**src/rtl/e203_subsys_rst_seq_pkg.sv**
```systemverilog
// Shared types and default parameters for the subsystem reset sequencer.
// Holds the release FSM encoding and the default channel/timing values.
package e203_subsys_rst_seq_pkg;

    localparam int E203_ASYNC_FF_LEVELS = 2;
    localparam int DEF_NCH              = 4;
    localparam int DEF_REL_DLY          = 8;
    localparam int DEF_SW_RST_CYC       = 16;

    typedef enum logic [1:0] {
        SEQ_HOLD    = 2'd0,
        SEQ_RELEASE = 2'd1,
        SEQ_DONE    = 2'd2
    } seq_state_e;

endpackage

```
**src/rtl/e203_subsys_rst_stretch.sv**
```systemverilog
// Per-channel reset output flop with a software-reset stretch counter.
// A request is accepted only once the channel has been released by the sequence.
module e203_subsys_rst_stretch
    import e203_subsys_rst_seq_pkg::*;
#(
    parameter int SW_RST_CYC = DEF_SW_RST_CYC
) (
    input  logic clk,
    input  logic rst_n_a,
    input  logic released,
    input  logic req,
    output logic rst_n_o,
    output logic busy
);

    localparam int              CW       = $clog2(SW_RST_CYC + 1);
    localparam logic [CW-1:0]   CNT_LOAD = CW'(SW_RST_CYC - 1);

    logic [CW-1:0] r_cnt;
    logic          r_busy;
    logic          r_rst_n;
    logic          w_accept;

    // Released-by-sequence is exactly "output high or currently stretching".
    assign w_accept = req & (r_rst_n | r_busy);

    // Stretch counter and channel output flop; a new request restarts the stretch.
    always_ff @(posedge clk or negedge rst_n_a) begin
        if (!rst_n_a) begin
            r_cnt   <= '0;
            r_busy  <= 1'b0;
            r_rst_n <= 1'b0;
        end else if (w_accept) begin
            r_cnt   <= CNT_LOAD;
            r_busy  <= 1'b1;
            r_rst_n <= 1'b0;
        end else if (r_busy) begin
            if (r_cnt == '0) begin
                r_busy  <= 1'b0;
                r_rst_n <= released;
            end else begin
                r_cnt <= r_cnt - CW'(1);
            end
        end else begin
            r_rst_n <= released;
        end
    end

    assign rst_n_o = r_rst_n;
    assign busy    = r_busy;

endmodule

```
**src/rtl/e203_subsys_rst_seq.sv**
```systemverilog
// Multi-channel reset synchroniser and release sequencer: channels come out of
// reset one at a time in index order, each may be re-reset by software.
module e203_subsys_rst_seq
    import e203_subsys_rst_seq_pkg::*;
#(
    parameter int NCH        = DEF_NCH,
    parameter int SYNC_LEVEL = E203_ASYNC_FF_LEVELS,
    parameter int REL_DLY    = DEF_REL_DLY,
    parameter int SW_RST_CYC = DEF_SW_RST_CYC
) (
    input  logic           clk,
    input  logic           rst_n_a,
    input  logic           test_mode,
    input  logic [NCH-1:0] sw_rst_req,
    output logic [NCH-1:0] rst_n,
    output logic           rst_done,
    output logic [NCH-1:0] sw_busy
);

    localparam int            DW       = $clog2(REL_DLY + 1);
    localparam int            IW       = $clog2(NCH + 1);
    localparam logic [DW-1:0] DLY_LAST = DW'(REL_DLY - 1);
    localparam logic [IW-1:0] IDX_LAST = IW'(NCH - 1);

    logic [SYNC_LEVEL-1:0] r_sync;
    seq_state_e            r_state;
    logic [DW-1:0]         r_dly_cnt;
    logic [IW-1:0]         r_idx;
    logic                  r_rst_done;
    logic                  w_rst_sync_n;
    logic                  w_rel_now;
    logic [NCH-1:0]        w_released;
    logic [NCH-1:0]        w_rst_n;
    logic [NCH-1:0]        w_busy;

    // Deassertion synchroniser for the raw subsystem reset.
    always_ff @(posedge clk or negedge rst_n_a) begin
        if (!rst_n_a) begin
            r_sync <= '0;
        end else begin
            r_sync <= {r_sync[SYNC_LEVEL-2:0], 1'b1};
        end
    end

    assign w_rst_sync_n = r_sync[SYNC_LEVEL-1];
    assign w_rel_now    = (r_state == SEQ_RELEASE) && (r_dly_cnt == DLY_LAST);

    // Release sequencer: one channel every REL_DLY cycles, DONE is terminal.
    always_ff @(posedge clk or negedge rst_n_a) begin
        if (!rst_n_a) begin
            r_state    <= SEQ_HOLD;
            r_dly_cnt  <= '0;
            r_idx      <= '0;
            r_rst_done <= 1'b0;
        end else begin
            case (r_state)
                SEQ_HOLD: begin
                    if (w_rst_sync_n) begin
                        r_state   <= SEQ_RELEASE;
                        r_dly_cnt <= '0;
                        r_idx     <= '0;
                    end
                end
                SEQ_RELEASE: begin
                    if (w_rel_now) begin
                        r_dly_cnt <= '0;
                        r_idx     <= r_idx + IW'(1);
                        if (r_idx == IDX_LAST) begin
                            r_state    <= SEQ_DONE;
                            r_rst_done <= 1'b1;
                        end
                    end else begin
                        r_dly_cnt <= r_dly_cnt + DW'(1);
                    end
                end
                SEQ_DONE: begin
                    r_state <= SEQ_DONE;
                end
                default: begin
                    r_state    <= SEQ_HOLD;
                    r_dly_cnt  <= '0;
                    r_idx      <= '0;
                    r_rst_done <= 1'b0;
                end
            endcase
        end
    end

    // w_released includes the channel being released on this edge so its flop rises on time.
    for (genvar i = 0; i < NCH; i++) begin : g_ch
        assign w_released[i] = (r_state == SEQ_DONE) ||
                               ((r_state == SEQ_RELEASE) &&
                                ((r_idx > IW'(i)) || (w_rel_now && (r_idx == IW'(i)))));

        e203_subsys_rst_stretch #(
            .SW_RST_CYC (SW_RST_CYC)
        ) u_stretch (
            .clk      (clk),
            .rst_n_a  (rst_n_a),
            .released (w_released[i]),
            .req      (sw_rst_req[i]),
            .rst_n_o  (w_rst_n[i]),
            .busy     (w_busy[i])
        );
    end

    assign rst_n    = test_mode ? {NCH{rst_n_a}} : w_rst_n;
    assign rst_done = r_rst_done;
    assign sw_busy  = w_busy;

endmodule

```
**config.mk**
```make
export PLATFORM = sky130hd
export DESIGN_NAME = e203_subsys_rst_seq
export DESIGN_NICKNAME = d
export VERILOG_FILES = /design/src/rtl/e203_subsys_rst_seq_pkg.sv /design/src/rtl/e203_subsys_rst_stretch.sv /design/src/rtl/e203_subsys_rst_seq.sv
export SDC_FILE = /design/constraint.sdc
export NUM_CORES = 1
export LEC_CHECK = 0
export ABC_AREA = 1
export BUFFER_PORTS_ARGS = -buffer_cell sky130_fd_sc_hd__buf_2
export CORE_ASPECT_RATIO = 2
export CORE_MARGIN = 2
export CORE_UTILIZATION = 54
export DETAILED_ROUTE_END_ITERATION = 7
export HOLD_SLACK_MARGIN = 0.15
export PLACE_DENSITY = 0.73
export SLEW_MARGIN = 20
export SYNTH_ARGS = -nofsm -noshare
export SYNTH_HDL_FRONTEND = slang
export SYNTH_SLANG_ARGS = --single-unit
```
**constraint.sdc**
```tcl
create_clock -name clk -period 1.28 [get_ports clk]
set_input_delay 0.256 -clock clk [delete_from_list [all_inputs] [get_ports clk]]
set_output_delay 0.256 -clock clk [all_outputs]
set_load 0.05 [all_outputs]
```
After elaboration in Yosys (flattened, before gate mapping)
Cells that the tools add are included.
- flip-flop bits (word level): 40
- input port bits: 7
- output and inout port bits: 9
- logic and storage cells: 140
- add/subtract/negate cells: 6
- $lt $le $gt $ge: 4
- equal/unequal tests: 17
- muxes and demuxes: 50
- bitwise gates (word level): 10
- reductions and logical operators: 36
- operator list (kind ; count):
    $mux 5 ; 12
    $mux 1 ; 26
    $logic_not 5->1 ; 4
    $sub 5x1->5 const B ; 4
    $mux 4 ; 3
    $ne 3x3->1 const B ; 4
    $pmux 4 s3 ; 1
    $reduce_and 2->1 ; 5
    $logic_and 1x1->1 ; 9
    $pmux 3 s3 ; 1
    $reduce_and 3->1 ; 3
    $logic_or 1x1->1 ; 8
    $ne 2x1->1 const B ; 4
    $reduce_bool 2->1 ; 4
    $eq 3x2->1 const B ; 2
    $gt 3x1->1 const B ; 2
    $gt 3x2->1 const B ; 2
    $mux 2 ; 3
    $mux 3 ; 2
    $ne 2x2->1 const B ; 3
    $pmux 2 s3 ; 1
    $add 4x1->4 const B ; 1
    $and 1x1->1 ; 4
    $eq 4x3->1 const B ; 1
    10 further kinds ; 14

Depth between registers and ports, before layout
Gate-level depths: netlist (run 1).
- depth after elaboration: 9
- mapped depth: 9
- depth with buffers taken out: 9

Hierarchy
From an unflattened synthesis (run 1), not the netlist that was laid out.
- cell total of the unflattened synthesis: 279
- area total of the unflattened synthesis: 2292.2 sq um
- by module, submodules not included (module ; times used ; cells each ; area an instance (sq um) ; seq. area each (sq um)):
    e203_subsys_rst_stretch ; 4 ; 43 ; 367.9 ; 175.2
    e203_subsys_rst_seq ; 1 ; 107 ; 820.8 ; 300.3

Least setup slack after synthesis (run 1)
Ideal clock, no wire load.
- path type: register to output
- start: reg g_ch[0].u_stretch.r_rst_n
- end: out rst_n[0]
- data arrival time: 1514 ps
- required time: 1024 ps
- path slack: -490 ps
- stages on the path, launching flop included: 3
- buffers on the path: 0
- cells stage by stage: dfrtp_1 -> inv_1 -> o21ai_0
- word-level cells in the longest chain between the ends: 1
- ends and longest elaborated chain (what ; RTL line ; source):
    start: declaration ; e203_subsys_rst_stretch.sv:21 ; logic r_rst_n;
    start signal: assignment ; e203_subsys_rst_stretch.sv:40 ; r_rst_n <= released;
    start signal: assignment ; e203_subsys_rst_stretch.sv:45 ; r_rst_n <= released;
    $mux 4 ; e203_subsys_rst_seq.sv:107 ; assign rst_n = test_mode ? {NCH{rst_n_a}} : w_rst_n;
    end: declaration ; e203_subsys_rst_seq.sv:15 ; output logic [NCH-1:0] rst_n,
No other way between the ends.

Worst setup path in the final report (run 1)
- start: reg r_state[1]
- end: reg r_idx[2]
- word-level cells in the longest chain between the ends: 4
- elaborated cells on any way between the ends: 9
- those cells by class: eq/ne: 4; mux: 1; bitwise: 1; reduce/logical: 3
- ends and longest elaborated chain (what ; RTL line ; source):
    start: declaration ; e203_subsys_rst_seq.sv:26 ; seq_state_e r_state;
    start signal: assignment ; e203_subsys_rst_seq.sv:51 ; r_state <= SEQ_HOLD;
    start signal: assignment ; e203_subsys_rst_seq.sv:59 ; r_state <= SEQ_RELEASE;
    start signal: assignment ; e203_subsys_rst_seq.sv:69 ; r_state <= SEQ_DONE;
    $eq 2x1->1 ; e203_subsys_rst_seq.sv:46, e203_subsys_rst_seq.sv:56 ;
    $logic_and 1x1->1 ; e203_subsys_rst_seq.sv:46 ; assign w_rel_now = (r_state == SEQ_RELEASE) && (r_dly_cnt == DLY_LAST);
    $ne 2x2->1 (no line) ; - ;
    $reduce_and 3->1 (no line) ; - ;
    end signal: assignment ; e203_subsys_rst_seq.sv:67 ; r_idx <= r_idx + IW'(1);
    end: declaration ; e203_subsys_rst_seq.sv:28 ; logic [IW-1:0] r_idx;
Parallel ways exist; a longest one is shown, timed or not.
A chain may end at the register's enable or synchronous reset.

==> results.md, run 1 <==
* Initial antenna violation count at 0
* TritonCTS clock tree: yes
* CTS H-tree lvls at 2
* Setup ws final at -0.0376 ns
* Clk_lat worst skew at 0.29 ns
* Port Buf Inserts at 15
* Drt pass-1 iters at 4
* Max Slew Vio Count at 0
* Origin of the worst setup path: r_state[1]
* Vias per cell at roughly 5.3
* RSZ-0062 raised after global routing: yes
* GP Congestion at 0.856
* Total power at 3790 uW
* Mapped Nets at 284
* Design Area, Final at 2930 sq um
* Largest net degree at the start of global routing at 41
* Fin crit period at 1.32 ns
* Core area at 3840 sq um
* Final Cycle Share at 103%
* Crit path kind: flip-flop to flip-flop
* 1st-iter DRT viols at around 50
* Placed cell count at between 300 and 400
* Post-Place Cell Area at 2480 sq um
* Worst hold-check path type: input port to flip-flop
* Final cell count without fillers at about 370
* Minimum hold slack at 0.278 ns
* Slew @ Worst Pin at 0.518 ns
* Die Y at between 90 and 100 microns
* Worst flop-to-flop path startpoint: r_state[1]
* Worst EP arrival at between 1.5 and 2 ns
* Area growth syn-to-layout at 34.6%
* Distinct cells, synth at 28
* # Max-Cap Violations at 0
* Failing checks: negative setup slack
* Yosys reg bits at 40
* Status: finished with violations
* Synth warn at 0
* Slowest stage cell, crit path: dfrtp_1
* Average cell area after synthesis at 8.24 sq um
* Cell Rows at 32
* Pwr/cell area at between 1000 and 1500 nW/um^2
* Maximum buffer depth of the clock tree at 2
* Clock transition at the registers of the reported paths at approximately 0.08 ns
* Pre-CTS setup slack at -0.0665 ns
* Vias in the first global route at 1,946
* Clock Root Buffer: clkbuf_8
* Nets at 333
* Antenna Cells at 0
* Final Skew at 0.00945 ns
* CP max stage delay at 0.41 ns
* Crit end category: flip-flop
* Cts bufs inserted at 5
* Final Routed Wirelength at 4860 microns
* Post-DP HPWL at between 3000 and 4000 microns
* Die width at 48.9 microns
* Pleak at 0.00144 uW
* Most frequent cells in the layout: nand2_1 (51), dfrtp_1 (39), inv_1 (31)
* CP Max Fanout at 6
* Total grt overflow at 0
* First-pass GRT wire length at a little under 8000 microns
* Fmax achieved at roughly 760 MHz
* Final Hold Fails at 0
* Commonest non-fill, non-tap cell in the layout: nand2_1
* DR WL/cell at 13.3 microns
* Post-synthesis cell count at 264
* Crit-path cells: inv_2, ha_4, inv_1, nor2_2, nand2_1, o22ai_1
* IO Count at 16
* DRC viols at 0
* Die area at 4580 sq um
* Worst IR drop on VDD at 1.33 mV
* Clk sinks at 40
* Sequential-to-total area share from yosys stat at 46.0%
* Initial Utilization at a little under three fifths
* Vias post-DR at 1,950
* Cell area after synthesis at ~2200 sq um
* GRT Total Usage at 21.6%
* Min-delay src: sw_rst_req[1]
* Fraction of layout cells with a size suffix above 1 at between 30 and 40%
* Antenna Violating Nets Remaining at 0
* Final setup viols at 3
* Req. time, crit path at 1.49 ns
* Setup crit start kind: flip-flop
* Rel. slew slack at 65.5%
-- where the power goes --
part | internal (uW) | switching (uW)
logic | 627 | 829
registers | 1370 | 96.5
clock network | 430 | 435
total | 2430 | 1360
-- per-layer routing --
layer  vias up  GRT usage [%]  wire length [microns]
li1        960              -                      -
met1       930           20.8                   1710
met2        44           42.6                   2840
met5         -              0                      0
met4         0           11.9                    163
met3        16           2.87                    140
-- state kept, by name, summed over array words and instances (netlist names) --
register	cells
g_ch.u_stretch.busy	4
r_idx	3
r_dly_cnt	4
rst_done	1
r_state	2
g_ch.u_stretch.rst_n_o	4
g_ch.u_stretch.r_cnt	20
r_sync	2
-- logic make-up (layout without fill, tap and decap cells) --
group / Yosys count / in the layout / share of synthesized area (%)
AND/OR/NAND/NOR: 122 / 122 / 25.4
buffers and inverters: 49 / 99 / 9.21
flip-flops: 40 / 40 / 46.0
AO/OA/AOI/OAI: 36 / 36 / 10.5
adder cells (fa/ha/maj): 13 / 13 / 7.48
XOR/XNOR: 3 / 3 / 1.21
other: 1 / 1 / 0.172
-- path summary, 6_finish.rpt --
path / endpoint / slack, ns / cells past startpoint
worst min register to register: r_sync[1] / 0.36 / 0
min in group asynchronous: g_ch[1].u_stretch.r_cnt[2] / 0.58 / 3
worst min-delay path: g_ch[1].u_stretch.r_cnt[2] / 0.28 / 3
max in group asynchronous: g_ch[0].u_stretch.busy / 0.32 / 3
worst max register to register: r_idx[2] / -0.04 / 6
worst max-delay path: r_idx[2] / -0.04 / 6
-- synth_stat cells --
master	instances	area (sq um)
nand2_1	60	225
inv_1	44	165
dfrtp_1	40	1000
nand3_1	29	145
ha_1	13	163
nor2_1	13	48.8
o21ai_0	13	65.1
nand4_1	10	62.6
a21oi_1	5	25.0
nand2_2	5	31.3
buf_4	4	30.0
o21ai_2	4	35.0
a31oi_1	3	18.8
o21ai_1	3	15.0
a21o_1	2	15.0
nor3_1	2	10.0
o211ai_1	2	15.0
xor2_1	2	17.5
a41oi_1	1	8.76
buf_2	1	5.00
conb_1	1	3.75
nand2_4	1	11.3
nand4_2	1	12.5
nor2_2	1	6.26
o21ai_4	1	16.3
o22ai_1	1	6.26
o31ai_1	1	7.51
xnor2_1	1	8.76
-- worst max-delay path: cells and delay by family, from the launching register on --
family          cells  cell delay, ns
compound gates      1            0.17
buf+inv             2            0.24
fa+ha+maj           1            0.16
flops               1            0.41
simple gates        2            0.25
-- area by class of cell --
cell class	count	area, sq um
Multi-Input combinational cell	175	1220
Sequential cell	40	1000
Fill cell	269	916
Timing Repair Buffer	47	377
Inverter	44	168
Clock buffer	6	82.6
Tap cell	51	63.8
Clock inverter	2	10.0
-- what timing repair did --
item	4_1_cts	5_1_grt
hold endpoints to repair	40	0
endpoints found under the setup margin	17	32
buffers inserted	3	4
pin swaps	3	13
gates resized for setup	23	62
hold buffers	1	0
-- per-stage QoR --
stage / TNS (ns) / util, %
6_report: -0.0568 / 76.2
5_1_grt: -0.702 / 76.2
4_1_cts: -0.0135 / 69.5
3_5_place_dp: -0.231 / 64.5
3_3_place_gp: -0.0827 / 64.5
2_1_floorplan: 0 / -
Note: power is estimated with default switching activity, not from simulation.
==> run 2: changes to the inputs <==
--- a/config.mk
+++ b/config.mk
@@ -9,11 +9,10 @@
 export BUFFER_PORTS_ARGS = -buffer_cell sky130_fd_sc_hd__buf_2
 export CORE_ASPECT_RATIO = 2
 export CORE_MARGIN = 2
-export CORE_UTILIZATION = 54
+export CORE_UTILIZATION = 55
 export DETAILED_ROUTE_END_ITERATION = 7
 export HOLD_SLACK_MARGIN = 0.15
-export PLACE_DENSITY = 0.73
-export SLEW_MARGIN = 20
+export PLACE_DENSITY = 0.71
 export SYNTH_ARGS = -nofsm -noshare
 export SYNTH_HDL_FRONTEND = slang
 export SYNTH_SLANG_ARGS = --single-unit
==> constraint.sdc (replaced) <==
create_clock -name clk -period 1.3 [get_ports clk]
set_input_delay 0.26 -clock clk [delete_from_list [all_inputs] [get_ports clk]]
set_output_delay 0.26 -clock clk [all_outputs]
set_load 0.05 [all_outputs]
==> run 2 against run 1 <==
Net effect: the flow still finishes with violations (negative setup slack); largest cell class unchanged; flip-flop and latch count unchanged; worst setup slack improved by 0.032 ns; power decreased by 1.1%; maximum frequency increased by 0.95%; critical endpoint unchanged; clock skew increased by 0.00058 ns; cell count increased by 4.4%; sequential share of layout area decreased by 1.2 points.
==> results.md, run 2 (synthesis gave the netlist of run 1 again) <==
* Status: finished with violations
* Failing checks: negative setup slack
* Vias in the first global route at ~2,000
* Maximum buffer depth of the clock tree at 2
* Slew @ Worst Pin at 0.501 ns
* Final Hold Fails at 0
* Flop2flop setup slack at -0.005 ns
* R2R Path End: r_idx[2]
* 1st-iter DRT viols at 33
* Worst flop-to-flop path startpoint: r_state[1]
* Final Skew at 0.0100 ns
* Nets at 349
* # Max-Cap Violations at 0
* RSZ-0062 raised after global routing: yes
* GRT Total Usage at 23.2%
* Clock transition at the registers of the reported paths at 0.07 ns
* Setup ws final at -0.00525 ns
* Core area at 3840 sq um
* Setup crit end: r_idx[2]
* Commonest non-fill, non-tap cell in the layout: nand2_1
* Crit path kind: flip-flop to flip-flop
* CP Max Fanout at 6
* Cts bufs inserted at 5
* Vias per cell at 5.23
* Die area at 4500 sq um
* Rel. slew slack at 66.6%
* DRC viols at 0
* Pwr/cell area at 1230 nW/um^2
* Largest net degree at the start of global routing at 41
* Total grt overflow at 0
* Largest Register: g_ch.u_stretch.r_cnt
* Flip-flop count of the largest register after layout at 20
* Final setup viols at 1
* Die width at 48.5 microns
* Antenna Cells at 0
* Initial Utilization at 56.6%
* GP Congestion at 0.815
* Area growth syn-to-layout at 39.6%
* Drt pass-1 iters at 6
* Port Buf Inserts at 15
* Worst IR drop on VDD at 0.986 mV
* Post-Place Cell Area at 2530 sq um
* Initial antenna violation count at 0
* Post-DP HPWL at 3350 microns
* Final Routed Wirelength at 4940 microns
* TritonCTS clock tree: yes
* Final Cycle Share at 100%
* Pleak at between 0.0015 and 0.002 uW
* Total power at 3750 uW
* Req. time, crit path at 1.52 ns
* DR WL/cell at 13.0 microns
* FILL cells at ~280
* First-pass GRT wire length at 8180 microns
* Hold Path Depth at 4
* Antenna Violating Nets Remaining at 0
* Most frequent cells in the layout: nand2_1 (53), buf_4 (48), dfrtp_1 (39)
* Clock Root Buffer: clkbuf_8
* Fraction of layout cells with a size suffix above 1 at 40.6%
* Worst hold-check path type: input port to flip-flop
* Cell Rows at 32
* Reg2Reg Depth at 6
* Clk sinks at 40
* Die Y at 92.9 microns
* Clk_lat worst skew at 0.30 ns
* Fmax achieved at 766 MHz
* Max Slew Vio Count at 0
* Design Area, Final at slightly above 3000 sq um
* Min-delay src: sw_rst_req[3]
* Vias post-DR at 1,993
* CTS H-tree lvls at 2
* IO Count at 16
* Crit end category: flip-flop
* Pre-CTS setup slack at -0.0611 ns
* Setup crit start kind: flip-flop
* Origin of the worst setup path: r_state[1]
* Fin crit period at 1.31 ns
* Worst EP arrival at roughly 1.5 ns
## run 2: layout make-up
class                      instances  area (sq um)  area share (%)
sequential                        40          1000            33.0
clock inverter                     1          7.51           0.247
clock buffer                       7          86.3            2.84
timing repair buffer              63           488            16.1
multi-input combinational        175          1220            40.3
tap                               51          63.8            2.10
inverter                          44           165            5.44
## run 2: what timing repair did
action | in CTS | in global routing
setup endpoints to repair | 19 | 33
gates resized for setup | 19 | 66
buffers inserted | 5 | 11
hold buffers | 1 | 0
pin swaps | 2 | 21
cloned | 0 | 0
endpoints found under the hold margin | 40 | 0
## run 2: metal layers
layer  vias up  GRT usage [%]  wire, microns
met5         -              0              0
met4         0           10.5             91
met3        11           3.39            120
met2        33           45.9           2880
met1       966           23.1           1840
li1        983              -              -
## run 2: through the flow
step | util (%) | hold WS, ns | cells | TNS (ns)
global placement | 65.7 | 0.334 | 356 | -0.0979
global route | 79.0 | 0.277 | 381 | -0.581
finish | 79.0 | 0.268 | 381 | -0.00525
detailed placement | 65.7 | 0.341 | 356 | -0.199
floorplan | - | -0.0356 | 264 | 0
CTS | 70.5 | 0.263 | 370 | -0.180
## run 2: report_power, final
part | total [uW] | leakage, uW | switching, uW | internal [uW]
clock | 862 | 0.0000445 | 431 | 431
combinational | 1440 | 0.00101 | 795 | 650
sequential | 1440 | 0.000459 | 89.3 | 1350
## run 2: how the worst min path moves through the flow
stage / endpoint / slack [ns]
floorplan: g_ch[0].u_stretch.busy / -0.04
global placement: r_sync[1] / 0.33
detailed placement: r_sync[1] / 0.34
CTS: g_ch[3].u_stretch.r_cnt[4] / 0.26
global route: g_ch[3].u_stretch.r_cnt[4] / 0.28
finish: g_ch[3].u_stretch.r_cnt[4] / 0.27
## run 2: critical path, cell delays in order (launching register included)
cell and delay, ns:
dfrtp_1 0.39, inv_2 0.11, ha_4 0.19, inv_1 0.14
nor2_2 0.19, nand2_1 0.07, o22ai_1 0.14
